**src/rtl/ld_str_pkg.sv**
```systemverilog
// Shared definitions for the load/store register file: default geometry,
// read-source encoding and the address range check.
package ld_str_pkg;

  localparam int DEF_WIDTH = 8;
  localparam int DEF_DEPTH = 8;
  localparam int DEF_AW    = 3;

  typedef enum logic [1:0] {
    SRC_ZERO   = 2'd0,
    SRC_BYPASS = 2'd1,
    SRC_STORE  = 2'd2
  } rd_src_e;

  function automatic logic addr_in_range(input int unsigned addr, input int unsigned depth);
    return (addr < depth);
  endfunction

endpackage

```
**src/rtl/ld_str_read_port.sv**
```systemverilog
// One read port: storage mux, range/zero gating, write bypass and an
// optional output register stage.
module ld_str_read_port
  import ld_str_pkg::*;
#(
  parameter int WIDTH    = DEF_WIDTH,
  parameter int DEPTH    = DEF_DEPTH,
  parameter int AW       = DEF_AW,
  parameter int BYPASS   = 1,
  parameter int ZERO_REG = 0,
  parameter int RD_REG   = 0
) (
  input  logic                   i_clk,
  input  logic                   i_clr,
  input  logic [DEPTH*WIDTH-1:0] i_mem,
  input  logic                   i_wv,
  input  logic [AW-1:0]          i_wr_addr,
  input  logic [WIDTH-1:0]       i_wr_data,
  input  logic [AW-1:0]          i_addr,
  output logic [WIDTH-1:0]       o_rd_data
);

  logic [WIDTH-1:0] w_stored;
  logic [WIDTH-1:0] w_val;
  rd_src_e          w_src;

  // Compare-based mux so addresses past DEPTH never index outside the array.
  always_comb begin
    w_stored = '0;
    for (int i = 0; i < DEPTH; i++) begin
      if (i_addr == AW'(i)) w_stored = i_mem[i*WIDTH +: WIDTH];
    end
  end

  always_comb begin
    w_src = SRC_STORE;
    if (!addr_in_range(32'(i_addr), 32'(DEPTH))) begin
      w_src = SRC_ZERO;
    end else if ((ZERO_REG != 0) && (i_addr == '0)) begin
      w_src = SRC_ZERO;
    end else if ((BYPASS != 0) && i_wv && (i_addr == i_wr_addr)) begin
      w_src = SRC_BYPASS;
    end
  end

  always_comb begin
    case (w_src)
      SRC_BYPASS: w_val = i_wr_data;
      SRC_STORE:  w_val = w_stored;
      default:    w_val = '0;
    endcase
  end

  if (RD_REG != 0) begin : g_rd_reg
    logic [WIDTH-1:0] r_rd_data_p1;

    // ---- stage p1: registered read data ----
    always_ff @(posedge i_clk) begin
      if (i_clr) r_rd_data_p1 <= '0;
      else       r_rd_data_p1 <= w_val;
    end

    assign o_rd_data = r_rd_data_p1;
  end else begin : g_rd_comb
    logic w_unused_ctl;
    assign w_unused_ctl = i_clk ^ i_clr;
    assign o_rd_data    = w_val;
  end

endmodule

```
**src/rtl/ld_str_reg_file.sv**
```systemverilog
// Bank of DEPTH load/store registers with one write port and two
// independent read ports (bypass, zero register, registered reads optional).
module ld_str_reg_file
  import ld_str_pkg::*;
#(
  parameter int WIDTH    = DEF_WIDTH,
  parameter int DEPTH    = DEF_DEPTH,
  parameter int AW       = DEF_AW,
  parameter int BYPASS   = 1,
  parameter int ZERO_REG = 0,
  parameter int RD_REG   = 0
) (
  input  logic             clk,
  input  logic             clr,
  input  logic             load,
  input  logic [AW-1:0]    wr_addr,
  input  logic [WIDTH-1:0] wr_data,
  input  logic [AW-1:0]    rd_addr_a,
  input  logic [AW-1:0]    rd_addr_b,
  output logic [WIDTH-1:0] rd_data_a,
  output logic [WIDTH-1:0] rd_data_b,
  output logic             wr_err
);

  if ((2 ** AW) < DEPTH) begin : g_param_check
    $error("ld_str_reg_file: 2**AW (%0d) is smaller than DEPTH (%0d)", 2 ** AW, DEPTH);
  end

  logic [DEPTH*WIDTH-1:0] r_mem;
  logic                   r_wr_err;
  logic                   w_in_range;
  logic                   w_zero_hit;
  logic                   w_wv;

  assign w_in_range = addr_in_range(32'(wr_addr), 32'(DEPTH));
  assign w_zero_hit = (ZERO_REG != 0) && (wr_addr == '0);
  // clr suppresses the write, which also suppresses bypass on both ports.
  assign w_wv       = load && !clr && w_in_range && !w_zero_hit;

  always_ff @(posedge clk) begin
    if (clr) begin
      r_mem <= '0;
    end else begin
      for (int i = 0; i < DEPTH; i++) begin
        if (w_wv && (wr_addr == AW'(i))) r_mem[i*WIDTH +: WIDTH] <= wr_data;
      end
    end
  end

  always_ff @(posedge clk) begin
    if (clr)                     r_wr_err <= 1'b0;
    else if (load && !w_in_range) r_wr_err <= 1'b1;
  end

  assign wr_err = r_wr_err;

  ld_str_read_port #(
    .WIDTH(WIDTH), .DEPTH(DEPTH), .AW(AW),
    .BYPASS(BYPASS), .ZERO_REG(ZERO_REG), .RD_REG(RD_REG)
  ) u_port_a (
    .i_clk    (clk),
    .i_clr    (clr),
    .i_mem    (r_mem),
    .i_wv     (w_wv),
    .i_wr_addr(wr_addr),
    .i_wr_data(wr_data),
    .i_addr   (rd_addr_a),
    .o_rd_data(rd_data_a)
  );

  ld_str_read_port #(
    .WIDTH(WIDTH), .DEPTH(DEPTH), .AW(AW),
    .BYPASS(BYPASS), .ZERO_REG(ZERO_REG), .RD_REG(RD_REG)
  ) u_port_b (
    .i_clk    (clk),
    .i_clr    (clr),
    .i_mem    (r_mem),
    .i_wv     (w_wv),
    .i_wr_addr(wr_addr),
    .i_wr_data(wr_data),
    .i_addr   (rd_addr_b),
    .o_rd_data(rd_data_b)
  );

endmodule
```
**config.mk**
```make
export PLATFORM = sky130hd
export DESIGN_NAME = ld_str_reg_file
export DESIGN_NICKNAME = d
export VERILOG_FILES = /design/src/rtl/ld_str_pkg.sv /design/src/rtl/ld_str_read_port.sv /design/src/rtl/ld_str_reg_file.sv
export SDC_FILE = /design/constraint.sdc
export NUM_CORES = 1
export LEC_CHECK = 0
export ABC_AREA = 0
export CORE_ASPECT_RATIO = 1.4
export CORE_UTILIZATION = 46
export DETAILED_ROUTE_END_ITERATION = 10
export PLACE_DENSITY = 0.66
export RECOVER_POWER = 25
export SLEW_MARGIN = 10
export SYNTH_ARGS = -nofsm -noshare
export SYNTH_HDL_FRONTEND = slang
export SYNTH_SLANG_ARGS = --single-unit
```
**constraint.sdc**
```tcl
create_clock -name clk -period 2.41 [get_ports clk]
set_clock_uncertainty 0.15 [all_clocks]
set_input_delay 0.241 -clock clk [delete_from_list [all_inputs] [get_ports clk]]
set_output_delay 0.241 -clock clk [all_outputs]
set_load 0.1 [all_outputs]
```
Word level (Yosys, flattened, before mapping) --
Cells that the tools add are included.
Storage, ports and cells: bits in registers 64, logic and storage cells 70
Cells by class: equality and inequality tests 27, multiplexer cells 20, reductions and logical operators 15
Operators by type and width (number):
- 8-bit 2-to-1 mux | 16
- 3-bit equality test (second input constant) | 12
- 8-bit one-hot mux with 2 select lines | 2
- 3-bit by 2-bit equality test with 1-bit output (second input constant) | 6
- 1-bit logical AND | 11
- 3-bit by 1-bit equality test with 1-bit output (second input constant) | 3
- 3-bit logical NOT | 3
- 3-bit equality test | 2
- 2-bit by 1-bit equality test with 1-bit output (second input constant) | 2
- 2-bit equality test (second input constant) | 2
- 2-bit 2-to-1 mux | 2
- 1-bit logical NOT | 1

Logic depth before layout (Yosys ltp) --
Gate-level depths: netlist of run 1.
depth after elaboration 10, mapped depth 7, mapped depth without buffers 4

Hierarchy --
Synthesis of run 1 repeated with hierarchy kept, for this count alone.
Unflattened totals: cells, all modules 553, area, all modules 4264.1 µm²
By module, submodules not included:
- ld_str_reg_file | times used 1, cells each 311, area each 2552.4 µm², seq. area each 1281.2 µm²
- ld_str_read_port | times used 2, cells each 121, area each 855.8 µm², seq. area each 0.0 µm²

Least setup slack after synthesis of run 1 --
Ideal clock, no wire load.
path type input -> output, start input rd_addr_a[0], end output rd_data_a[7], arrival 3.225 ns, data required time 2.019 ns, path slack -1.206 ns, cell stages on the path 7, path buffers 3, cell sequence buf_6 buf_6 buf_4 nand3b_1 a21oi_1 a21oi_1 o31ai_1
On the way: longest elaborated chain between the ends 10
RTL lines:
- from (decl) | line ld_str_reg_file.sv:18 | input logic [AW-1:0] rd_addr_a,
- 3-bit logical NOT | line ld_str_read_port.sv:31 | if (i_addr == AW'(i)) w_stored = i_mem[i*WIDTH +: WIDTH];
- 8-bit 2-to-1 mux (8 in a row) | line ld_str_read_port.sv:31
- 8-bit one-hot mux with 2 select lines (*) | line ld_str_read_port.sv:47 | case (w_src)
- to (decl) | line ld_str_reg_file.sv:20 | output logic [WIDTH-1:0] rd_data_a,
Every way passes the cells marked *; elsewhere a longest branch is shown, timed or not.

Worst setup path after layout of run 1 --
start input wr_addr[1], end output rd_data_b[2]
On the way: longest elaborated chain between the ends 5
RTL lines:
- from (decl) | line ld_str_reg_file.sv:16 | input logic [AW-1:0] wr_addr,
- 3-bit equality test (*) | line ld_str_read_port.sv:41 | end else if ((BYPASS != 0) && i_wv && (i_addr == i_wr_addr)) begin
- 1-bit logical AND (*) | line ld_str_read_port.sv:41
- 2-bit 2-to-1 mux (*) | line ld_str_read_port.sv:41
- 2-bit equality test / 2-bit by 1-bit equality test with 1-bit output (equally long branches) | line ld_str_read_port.sv:47
- 8-bit one-hot mux with 2 select lines (*) | line ld_str_read_port.sv:47
- to (decl) | line ld_str_reg_file.sv:21 | output logic [WIDTH-1:0] rd_data_b,
Marks and branches as above.

==> results of run 1 <==
## worst min-delay path by stage
stage	slack, ns	cells past startpoint	start	endpoint
floorplan	0.30	2	r_mem[0]$_SDFFE_PP0P_	r_mem[0]$_SDFFE_PP0P_
global placement	0.31	2	r_mem[2]$_SDFFE_PP0P_	r_mem[2]$_SDFFE_PP0P_
detailed placement	0.32	2	r_mem[5]$_SDFFE_PP0P_	r_mem[5]$_SDFFE_PP0P_
CTS	0.26	3	clr	r_mem[10]$_SDFFE_PP0P_
global route	0.29	3	clr	r_mem[41]$_SDFFE_PP0P_
finish	0.26	3	clr	r_mem[16]$_SDFFE_PP0P_
## cell usage after synthesis (5+ instances only)
| master | number | area share, % |
|---|---|---|
| sky130_fd_sc_hd__a21oi_1 | 29 | 3.6 |
| sky130_fd_sc_hd__a22oi_1 | 6 | 1.1 |
| sky130_fd_sc_hd__buf_2 | 18 | 2.2 |
| sky130_fd_sc_hd__buf_4 | 6 | 1.1 |
| sky130_fd_sc_hd__buf_6 | 8 | 2.2 |
| sky130_fd_sc_hd__clkbuf_1 | 15 | 1.4 |
| sky130_fd_sc_hd__dfxtp_1 | 64 | 32 |
| sky130_fd_sc_hd__inv_1 | 6 | 0.56 |
| sky130_fd_sc_hd__mux2i_1 | 72 | 18 |
| sky130_fd_sc_hd__mux4_2 | 14 | 7.9 |
| sky130_fd_sc_hd__nand2_1 | 35 | 3.3 |
| sky130_fd_sc_hd__nand2b_1 | 5 | 0.78 |
| sky130_fd_sc_hd__nand3_1 | 8 | 1.0 |
| sky130_fd_sc_hd__nor2_1 | 80 | 7.5 |
| sky130_fd_sc_hd__nor2b_1 | 8 | 1.2 |
| sky130_fd_sc_hd__nor3b_1 | 9 | 1.7 |
| sky130_fd_sc_hd__o21ai_0 | 28 | 3.5 |
| sky130_fd_sc_hd__o21bai_1 | 8 | 1.5 |
| sky130_fd_sc_hd__o22ai_1 | 6 | 0.94 |
| sky130_fd_sc_hd__o31ai_1 | 9 | 1.7 |
| sky130_fd_sc_hd__xor2_1 | 6 | 1.3 |
## stage by stage
step / cell area, sq um / worst slack (ns) / cells
2_1_floorplan: 4153 / -0.3428 / 464
4_1_cts: 5294 / 0.005971 / 618
6_report: 5418 / 0.06408 / 625
3_5_place_dp: 4905 / -0.02582 / 598
5_1_grt: 5418 / -0.003032 / 625
3_3_place_gp: 4905 / -0.01831 / 598
## worst max-delay path, delay by kind of cell
kind,cells,cell delay (ns)
AOI/OAI and AO/OA,1,0.31
xor gates and xnor gates,1,0.20
buffers and inverters,4,1.14
and+or+nand+nor,1,0.07
## cell type report
cell class	instances	area share (%)
Tap cell	102	2.356
Timing Repair Buffer	92	19.28
Multi-Input combinational cell	345	47.90
Sequential cell	64	23.65
Clock inverter	5	1.917
Clock buffer	11	4.480
Inverter	6	0.4157
## report_power, final
group | switching (mW) | internal, mW | leakage, nW
sequential | 0.0126 | 1.07 | 0.517
clock | 0.491 | 1.04 | 0.170
combinational | 0.413 | 0.268 | 1.52
## logic make-up (layout without fill, tap and decap cells)
kind of cell	after synthesis	in the layout	synth area share (%)
multiplexers	86	86	25.83
other	1	1	0.09348
AND/OR/NAND/NOR	160	160	19.49
XOR/XNOR	6	6	1.310
AO/OA/AOI/OAI	92	92	13.57
flip-flops	64	64	31.94
buffers and inverters	55	114	7.767
## per-layer routing
layer  wire length [um]  share of wire (%)  vias up
li1                   -                  -     1733
met1               5202                 41     1809
met5                  0                  0        -
met3                701                5.6       36
met4                360                2.9        0
met2               6314                 50      157
## what timing repair did
item                       4_1_cts  5_1_grt
setup endpoints to repair        8       14
gates resized for setup          3       13
setup buffers                    4        5
cloned                           0        2
hold buffers                     0        0
hold endpoints to repair         0        0
pin swaps                        1        9
==> PnR_summary.wiki, run 1 <==
{| class="wikitable"
! Metric !! Value
|-
| Pin count of the biggest net entering global routing || 37
|-
| Most common cell after layout, fill and taps aside || sky130_fd_sc_hd__nor2_1
|-
| Highest-utilization routing layer at the global route stage || met2
|-
| Residual DRC count || 0
|-
| Worst setup slack for register-to-register paths || 1.53 ns
|-
| Post-synthesis instance area || 4011 sq um
|-
| Filler cells || 675
|-
| P per Cell Area || 608.4 nW/um^2
|-
| Leakage component of the power || 2.208 nW
|-
| Vias in the first global route || 3549
|-
| Sequence of cells on the critical path || clkdlybuf4s50_1, xor2_2, nor4_4, buf_4, clkbuf_16, o31ai_4, buf_12
|-
| Router iterations before antenna repair || 5
|-
| Data arrival time of the critical path || 1.95 ns
|-
| Ratio of final minimum period to clock period || 97.34%
|-
| Routing usage on met2 || 47.11%
|-
| Yosys Warn Count || 0
|-
| Post-route minimum period || 2.346 ns
|-
| Fraction of the core area covered by cells at the end of the flow || 65.31%
|-
| Maximum count of clock buffers along a single path || 2
|-
| Count of state elements after synthesis || 64
|-
| Path type of the worst min-delay path || primary input to flip-flop
|-
| Number of nets still failing antenna checks after routing || 0
|-
| Overall via count from detail_route || 3735
|-
| Fraction of layout instances using a drive strength above 1 || 24.28%
|-
| DRC marker count from the first detailed-route iteration || 322
|-
| Worst setup path startpoint || wr_addr[1]
|-
| TritonCTS clock tree || built
|-
| Deepest level of the CTS H-tree || 3
|-
| Die Y-Extent || 112.5 um
|-
| Count of different cell masters after synthesis || 36
|-
| Largest register FFs || 64
|-
| Worst relative slew slack || 43.14%
|-
| Synthesized instance count || 464
|-
| Outcome || completed
|-
| Critical Path Source Type || primary input
|-
| WL per Instance || 20.13 um
|-
| Antenna diode count || 0
|-
| Placeable core region || 8295 sq um
|-
| Most used cells in the layout excluding fill and tap cells || sky130_fd_sc_hd__nor2_1, sky130_fd_sc_hd__mux2i_1, sky130_fd_sc_hd__dfxtp_1
|-
| Total CTS buffers || 9
|-
| First-pass GRT wire length || 19250 um
|-
| Biggest cell delay along the critical path || 0.58 ns
|-
| Combined global-route utilization of all metal layers || 29.00%
|-
| Initial antenna violation count || 0
|-
| Met3 capacity usage during global routing || 6.829%
|-
| Width of the die || 80.92 um
|-
| Syn Nets || 484
|-
| Number of cells traversed by the worst register-to-register path || 2
|-
| Routed via count divided by cell count || 5.976
|-
| Number of enable-type register cells in the synthesized netlist || 0
|-
| Initial Utilization || 48.36%
|-
| Cell at the slowest stage of the critical path || sky130_fd_sc_hd__clkdlybuf4s50_1
|-
| Skew-Pair Late Insertion Delay || 0.33 ns
|-
| Transition time at the pin with the least slew margin || 0.8529 ns
|-
| Sequential fraction of the synthesis area || 31.94%
|-
| Cell row count || 39
|-
| Worst path required time || 2.02 ns
|-
| Number of pins with negative max-slew slack in the final report || 0
|-
| Count of buffers from port buffering || 35
|-
| Largest register by flop count || r_mem
|-
| Critical path capture point || rd_data_b[2]
|-
| Top flop regs || r_mem: 64 flops
|-
| Clock slew at reported path FFs || 0.05 ns
|-
| FF-to-FF Start || r_mem[60]$_SDFFE_PP0P_
|-
| Sequential standard cell area || 1281 sq um
|-
| Final Wtd Congestion || 0.9013
|-
| Max Clk Rate || 426.3 MHz
|-
| Number of placed I/O pins || 37
|-
| Final global-route overflow total || 0
|-
| Maximum vdd drop || 0.4452 mV
|-
| Hold WS || 0.2562 ns
|-
| Area added between synthesis and finish || 35.06%
|-
| TritonCTS sink count || 64
|-
| Reg2Reg Capture Point || r_mem[60]$_SDFFE_PP0P_
|-
| Grt met1 use || 36.20%
|-
| Post-detailed-placement half-perimeter wirelength || 8410 um
|-
| Most used flip-flop cell after synthesis || sky130_fd_sc_hd__dfxtp_1
|-
| Setup TNS after final layout || 0 ns
|-
| Clk Tree Root Cell || sky130_fd_sc_hd__clkbuf_16
|-
| Endpoints failing setup || 0
|-
| Detailed Route WL || 12580 um
|-
| Hold Fails Final Rpt || 0
|-
| Crit path capture type || output port
|-
| CP Max Fanout || 8
|-
| Crit path kind || primary input to output port
|-
| Synthesized area divided by synthesized cell count || 8.645 sq um
|-
| Number of maximum-capacitance constraint violations || 0
|-
| Total power of the final layout || 3.296 mW
|-
| DIE AREA || 9103 sq um
|-
| Ys async rst share || 0%
|-
| Area of combinational cells with multiple inputs || 2595 sq um
|-
| Post-layout nets || 538
|}
Note: power is estimated with default switching activity, not from simulation.
==> run 2: changes to the inputs <==
- HOLD_SLACK_MARGIN: not set -> 0.08
- TNS_END_PERCENT: not set -> 5
- clock period: 2.41 -> 2.95 ns (I/O delays scaled with it)
==> run 2 against run 1 <==
Against the previous run:
- global-route usage decreased by 1.1 points
- design area is 9.0% lower
- wire length fell by 8.8%
- clock-buffer cell count shrank 2
- sequential power down 18%
- setup slack better by 0.17 ns
- hold slack improved by 0.0059 ns
- die area unchanged
- cell count is 3.5% lower
==> PnR_summary.wiki, run 2 (same netlist as run 1, synthesis figures left out) <==
{| class="wikitable"
! Metric !! Value
|-
| FF-to-FF Start || r_mem[63]$_SDFFE_PP0P_
|-
| Deepest level of the CTS H-tree || 3 (unchanged)
|-
| Maximum count of clock buffers along a single path || 2 (unchanged)
|-
| Min-Delay Path Depth || 3 (unchanged)
|-
| Outcome || completed
|-
| Number of maximum-capacitance constraint violations || 0 (unchanged)
|-
| Initial antenna violation count || 0 (unchanged)
|-
| CP Max Fanout || 13 (+5)
|-
| Routed via count divided by cell count || 5.905 (-1.2%)
|-
| Unrepaired setup endpoints after global routing || false
|-
| Pin count of the biggest net entering global routing || 46 (+24%)
|-
| Largest register FFs || 64 (unchanged)
|-
| Largest register by flop count || r_mem
|-
| Switching portion of total power || 28.95% (+1.1 points)
|-
| Endpoints failing setup || 0 (unchanged)
|-
| Critical path capture point || rd_data_b[4]
|-
| Most common cell after layout, fill and taps aside || sky130_fd_sc_hd__nor2_1
|-
| Skew-Pair Late Insertion Delay || 0.34 ns (about the same)
|-
| Overall via count from detail_route || 3561 (-4.7%)
|-
| Number of cells traversed by the worst register-to-register path || 2 (unchanged)
|-
| Crit path kind || primary input to output port
|-
| Number of hold buffers added after CTS || 0 (unchanged)
|-
| Detailed Route WL || 11470 um (-8.8%)
|-
| Area added between synthesis and finish || 22.89%
|-
| Die Y-Extent || 112.5 um (unchanged)
|-
| Placeable core region || 8295 sq um (unchanged)
|-
| Post-CTS Repair Setup Buffers || 0 (-4)
|-
| Combinational group share of total power || 19.5% (-1.2 points)
|-
| Worst path required time || 2.51 ns (+0.49 ns)
|-
| Transition time at the pin with the least slew margin || 1.103 ns (+0.2503 ns)
|-
| Net Sw Power || 732.2 uW (-20%)
|-
| Total power of the final layout || 2.529 mW (-23%)
|-
| Antenna diode count || 0 (unchanged)
|-
| Number of nets still failing antenna checks after routing || 0 (unchanged)
|-
| Worst setup path startpoint || rd_addr_b[2]
|-
| Final Wtd Congestion || 0.9060 (+0.52%)
|-
| DIE AREA || 9103 sq um (unchanged)
|-
| Fraction of the core area covered by cells at the end of the flow || 59.43% (-5.9 points)
|-
| TritonCTS sink count || 64 (unchanged)
|-
| Internal power || 1.797 mW (-24%)
|-
| Maximum vdd drop || 0.5216 mV (+17%)
|-
| Ratio of final minimum period to clock period || 92.14%
|-
| Part of the total power dissipated in the clock network || 45.5% (-0.9 points)
|-
| Most used cells in the layout excluding fill and tap cells || sky130_fd_sc_hd__nor2_1, sky130_fd_sc_hd__mux2i_1, sky130_fd_sc_hd__dfxtp_1
|-
| TritonCTS clock tree || built
|-
| Width of the die || 80.92 um (unchanged)
|-
| Count of buffers from port buffering || 35 (unchanged)
|-
| Worst setup slack for register-to-register paths || 2.09 ns (+0.56 ns)
|-
| Count of cells resized by post-cts repair || 0 (-3)
|-
| Critical Path Source Type || primary input
|-
| WL per Instance || 19.03 um (-5.5%)
|-
| Post-layout nets || 516 (-4.1%)
|-
| Router iterations before antenna repair || 5 (unchanged)
|-
| Leakage component of the power || 1.939 nW (-12%)
|-
| Post-detailed-placement half-perimeter wirelength || 7932 um (-5.7%)
|-
| Worst relative slew slack || 25.88% (-17 points)
|-
| Residual DRC count || 0 (unchanged)
|-
| Fraction of layout instances using a drive strength above 1 || 17.37% (-6.9 points)
|-
| Sequential share of power || 35.0% (+2.1 points)
|-
| Clock slew at reported path FFs || 0.06 ns (about the same)
|-
| P per Cell Area || 513.0 nW/um^2 (-16%)
|-
| Top flop regs || r_mem: 64 flops
|-
| Cell row count || 39 (unchanged)
|-
| Combined global-route utilization of all metal layers || 27.86% (-1.1 points)
|-
| Hold Fails Final Rpt || 0 (unchanged)
|-
| Reg2Reg Capture Point || r_mem[63]$_SDFFE_PP0P_
|-
| Vias in the first global route || 3546 (-0.085%)
|-
| Initial Utilization || 48.36% (unchanged)
|-
| Data arrival time of the critical path || 2.27 ns (+0.32 ns)
|-
| Max Clk Rate || 367.9 MHz
|-
| Clk Tree Root Cell || sky130_fd_sc_hd__clkbuf_16
|-
| Total CTS buffers || 9 (unchanged)
|-
| DRC marker count from the first detailed-route iteration || 358 (+11%)
|-
| Final global-route overflow total || 0 (unchanged)
|-
| First-pass GRT wire length || 18740 um (-2.7%)
|-
| Number of pins with negative max-slew slack in the final report || 0 (unchanged)
|-
| Path type of the worst min-delay path || primary input to flip-flop
|-
| Post-route minimum period || 2.718 ns
|-
| Number of placed I/O pins || 37 (unchanged)
|-
| Crit path capture type || output port
|}
## run 2: cell types whose count changed in the layout (fill, tap and decap cells not counted), sizes merged
cell / change
dlygate4sd3: +2
dlygate4sd2: -2
clkbuf: -5
clkinvlp: +3
dlymetal6s2s: -5
clkdlybuf4s50: +5
buf: -19
bufinv: -1
## run 2: metrics by stage
step	cell area [sq um]	hold WS [ns]	setup WS, ns	std cells	TNS [ns]
2_1_floorplan	4016	0.2990	-0.7642	464	-9.605
3_3_place_gp	4636	0.3071	0.1730	587	0
3_5_place_dp	4636	0.3164	0.2307	587	0
4_1_cts	4957	0.2575	0.2222	603	0
5_1_grt	4930	0.2900	0.08930	603	0
6_report	4930	0.2621	0.2319	603	0
## run 2: power groups by stage
stage               sequential, mW  combinational (mW)  clock (mW)
finish                       0.886               0.494        1.15
global route                 0.887               0.519        1.20
detailed placement           0.904               0.494           0
floorplan                    0.901               0.332           0
CTS                          0.885               0.497        1.16
global placement             0.904               0.491           0
## run 2: how the worst min path moves through the flow
stage	end	startpoint	slack [ns]
after CTS	r_mem[60]$_SDFFE_PP0P_	clr	0.26
final	r_mem[60]$_SDFFE_PP0P_	clr	0.26
after global routing	r_mem[12]$_SDFFE_PP0P_	clr	0.29
after global placement	r_mem[2]$_SDFFE_PP0P_	r_mem[2]$_SDFFE_PP0P_	0.31
after floorplan	r_mem[0]$_SDFFE_PP0P_	r_mem[0]$_SDFFE_PP0P_	0.30
after detailed placement	r_mem[6]$_SDFFE_PP0P_	r_mem[6]$_SDFFE_PP0P_	0.32
## run 2: area by class of cell
class / instances / area (sq um)
Clock buffer: 9 / 225.2
Clock inverter: 7 / 96.34
Fill cell: 742 / 3366
Inverter: 6 / 22.52
Multi-Input combinational cell: 345 / 2412
Sequential cell: 64 / 1281
Tap cell: 102 / 127.6
Timing Repair Buffer: 70 / 764.5
## run 2: layer usage
layer  wire (um)  vias up  track usage [%]
met4         596        0            17.62
met3         538       37            5.122
met2        5551      129            42.69
met5           0        -                0
li1            -     1692                -
met1        4787     1703            35.47
## run 2: worst max-delay path, stage by stage
cell and delay (ns):
sky130_fd_sc_hd__clkdlybuf4s50_1 0.58, sky130_fd_sc_hd__buf_4 0.27, sky130_fd_sc_hd__nor3b_1 0.14, sky130_fd_sc_hd__o21ai_0 0.20
sky130_fd_sc_hd__a21oi_1 0.13, sky130_fd_sc_hd__o31ai_1 0.31, sky130_fd_sc_hd__buf_4 0.18, sky130_fd_sc_hd__buf_12 0.16
==> run 3: changes to the inputs <==
- GPL_TIMING_DRIVEN: not set -> 0
==> run 3 against run 2 <==
Against the previous run:
- design area fell by 6.9%
- combinational power decreased by 14%
- the run now ends with setup timing left
- fmax down 15%
- register-to-register slack about the same
- sequential cell count stayed put
- setup slack got worse by 0.48 ns
==> PnR_summary.wiki, run 3 (same netlist as run 1, synthesis figures left out) <==
{| class="wikitable"
! Metric !! Value
|-
| Sequential share of power || 37.3% (+2.3 points)
|-
| Setup WS pre-CTS || -0.7023 ns (-0.9331 ns)
|-
| TritonCTS clock tree || built
|-
| Part of the total power dissipated in the clock network || 44.7% (-0.8 points)
|-
| Placeable core region || 8295 sq um (unchanged)
|-
| Sequential standard cell area || 1281 sq um (unchanged)
|-
| Setup TNS after final layout || -0.2480 ns (-0.2480 ns)
|-
| Post-layout nets || 514 (-0.39%)
|-
| Setup ws final || -0.2480 ns (-0.4799 ns)
|-
| Wire length the detailed router placed on met1 || 4911 um (+2.6%)
|-
| Router iterations before antenna repair || 6 (+1)
|-
| Unrepaired setup endpoints after global routing || true
|-
| Hold Fails Final Rpt || 0 (unchanged)
|-
| Clock slew at reported path FFs || 0.05 ns (about the same)
|-
| Hold WS || 0.1465 ns (-0.1156 ns)
|-
| DRC marker count from the first detailed-route iteration || 281 (-22%)
|-
| Maximum count of clock buffers along a single path || 2 (unchanged)
|-
| Area of combinational cells with multiple inputs || 2424 sq um (+0.47%)
|-
| Violations in the final reports || setup timing
|-
| Skew-Pair Late Insertion Delay || 0.33 ns (about the same)
|-
| Final Wtd Congestion || 0.9425 (+4.0%)
|-
| Initial Utilization || 48.36% (unchanged)
|-
| Post-route minimum period || 3.198 ns (+0.4799 ns)
|-
| Largest register FFs || 64 (unchanged)
|-
| Number of maximum-capacitance constraint violations || 0 (unchanged)
|-
| Max Clk Rate || 312.7 MHz (-15%)
|-
| Initial antenna violation count || 0 (unchanged)
|-
| Count of buffers from port buffering || 19 (-46%)
|-
| Deepest level of the CTS H-tree || 3 (unchanged)
|-
| TritonCTS sink count || 64 (unchanged)
|-
| First-pass GRT wire length || 18810 um (+0.37%)
|-
| Pin count of the biggest net entering global routing || 11 (-76%)
|-
| Detailed Route WL || 11760 um (+2.5%)
|-
| Die Y-Extent || 112.5 um (unchanged)
|-
| Met2 routed WL || 5971 um (+7.6%)
|-
| Post-detailed-placement half-perimeter wirelength || 8532 um (+7.6%)
|-
| Path type of the worst min-delay path || primary input to flip-flop
|-
| Total CTS buffers || 9 (unchanged)
|-
| Total power of the final layout || 2.378 mW (-6.0%)
|-
| Width of the die || 80.92 um (unchanged)
|-
| DIE AREA || 9103 sq um (unchanged)
|-
| Switching portion of total power || 28.78% (-0.17 points)
|-
| Final global-route overflow total || 0 (unchanged)
|-
| Worst path required time || 2.51 ns (about the same)
|-
| WL per Instance || 19.57 um (+2.9%)
|-
| Number of placed I/O pins || 37 (unchanged)
|-
| Clk Tree Root Cell || sky130_fd_sc_hd__clkbuf_16
|-
| Crit path kind || primary input to output port
|-
| Most used cells in the layout excluding fill and tap cells || sky130_fd_sc_hd__nor2_1, sky130_fd_sc_hd__mux2i_1, sky130_fd_sc_hd__dfxtp_1
|-
| Residual DRC count || 0 (unchanged)
|-
| Combined global-route utilization of all metal layers || 27.99% (+0.13 points)
|-
| Largest register by flop count || r_mem
|-
| Worst relative slew slack || 37.29% (+11 points)
|-
| Routed wl met3 || 556 um (+3.3%)
|-
| Crit path capture type || output port
|-
| Vias in the first global route || 3511 (-0.99%)
|-
| Endpoints failing setup || 1 (+1)
|-
| Fraction of layout instances using a drive strength above 1 || 16.63% (-0.73 points)
|-
| Overall via count from detail_route || 3512 (-1.4%)
|-
| Data arrival time of the critical path || 2.75 ns (+0.48 ns)
|-
| Number of pins with negative max-slew slack in the final report || 0 (unchanged)
|-
| Area added between synthesis and finish || 14.44%
|-
| Transition time at the pin with the least slew margin || 0.9443 ns (-0.1589 ns)
|-
| Routed via count divided by cell count || 5.844 (-1.0%)
|-
| Combinational group share of total power || 18.0% (-1.5 points)
|-
| Number of hold buffers added after CTS || 0 (unchanged)
|-
| Number of nets still failing antenna checks after routing || 0 (unchanged)
|-
| Cell row count || 39 (unchanged)
|-
| Antenna diode count || 0 (unchanged)
|-
| Filler cells || 804 (+8.4%)
|-
| Top Layer Used || met4
|-
| Ratio of final minimum period to clock period || 108.4% (+16 points)
|-
| Top flop regs || r_mem: 64 flops
|-
| Outcome || complete, but fails checks
|-
| Net Sw Power || 684.3 uW (-6.5%)
|-
| Leakage component of the power || 1.820 nW (-6.2%)
|-
| CP Max Fanout || 10 (-3)
|-
| Critical Path Source Type || primary input
|-
| Internal power || 1.693 mW (-5.8%)
|-
| P per Cell Area || 517.9 nW/um^2 (+0.96%)
|-
| Maximum vdd drop || 0.3870 mV (-26%)
|-
| Most common cell after layout, fill and taps aside || sky130_fd_sc_hd__nor2_1
|}
run 3: changes by cell type in the layout (fill, tap and decap cells not counted), moves of 3 or more:
cell | previous run | this run
sky130_fd_sc_hd__buf_4 | 31 | 8
sky130_fd_sc_hd__buf_2 | 2 | 21
sky130_fd_sc_hd__buf_12 | 17 | 0
sky130_fd_sc_hd__clkbuf_1 | 3 | 17
sky130_fd_sc_hd__clkdlybuf4s50_1 | 15 | 3
sky130_fd_sc_hd__buf_6 | 0 | 8
sky130_fd_sc_hd__clkbuf_4 | 0 | 6
sky130_fd_sc_hd__clkinvlp_4 | 3 | 0
run 3: metal layers:
metal	GRT usage, %	up-vias
met1	35.02	1670
met2	45.49	136
li1	-	1680
met3	4.472	26
met4	14.52	0
met5	0	-
run 3: worst max-delay path, stage by stage:
cell and delay [ns]:
sky130_fd_sc_hd__clkdlybuf4s50_1 0.49, sky130_fd_sc_hd__nand2b_4 0.22, sky130_fd_sc_hd__nor4_4 0.56, sky130_fd_sc_hd__buf_6 0.21, sky130_fd_sc_hd__nand2_1 0.05, sky130_fd_sc_hd__o21ai_0 0.07, sky130_fd_sc_hd__clkdlybuf4s15_1 0.84
run 3: power by group through the flow:
stage               logic [mW]  clock network (mW)  registers, mW
finish                   0.427                1.06          0.887
global route             0.448                1.11          0.888
CTS                      0.423                1.07          0.886
detailed placement       0.432                   0          0.904
global placement         0.429                   0          0.904
floorplan                0.332                   0          0.901
run 3: metrics by stage:
stage,cell area [sq um],cells,util [%]
after global placement,4334,585,52.25
after CTS,4591,601,55.34
final,4591,601,55.34
after floorplan,4016,464,-
after detailed placement,4334,585,52.25
after global routing,4591,601,55.34
run 3: what timing repair did:
item	4_1_cts	5_1_grt
endpoints found under the hold margin	0	0
endpoints found under the setup margin	16	11
setup buffers	0	0
gates resized for setup	83	13
run 3: path summary, 6_finish.rpt:
path                            slack [ns]  depth (start not counted)                    from                     end
worst max register to register        2.09                          2  r_mem[51]$_SDFFE_PP0P_  r_mem[51]$_SDFFE_PP0P_
worst max-delay path                 -0.25                          7                     clr            rd_data_a[5]
worst min-delay path                  0.15                          3              wr_data[2]  r_mem[58]$_SDFFE_PP0P_
worst min register to register        0.33                          2   r_mem[7]$_SDFFE_PP0P_   r_mem[7]$_SDFFE_PP0P_
run 3: final cells by class:
cell class	count	share of cell area, %
Clock inverter	3	0.8722
Inverter	6	0.4906
Clock buffer	13	5.669
Buffer	49	6.241
Sequential cell	64	27.91
Timing Repair Buffer	19	3.243
Multi-Input combinational cell	345	52.79
Tap cell	102	2.780
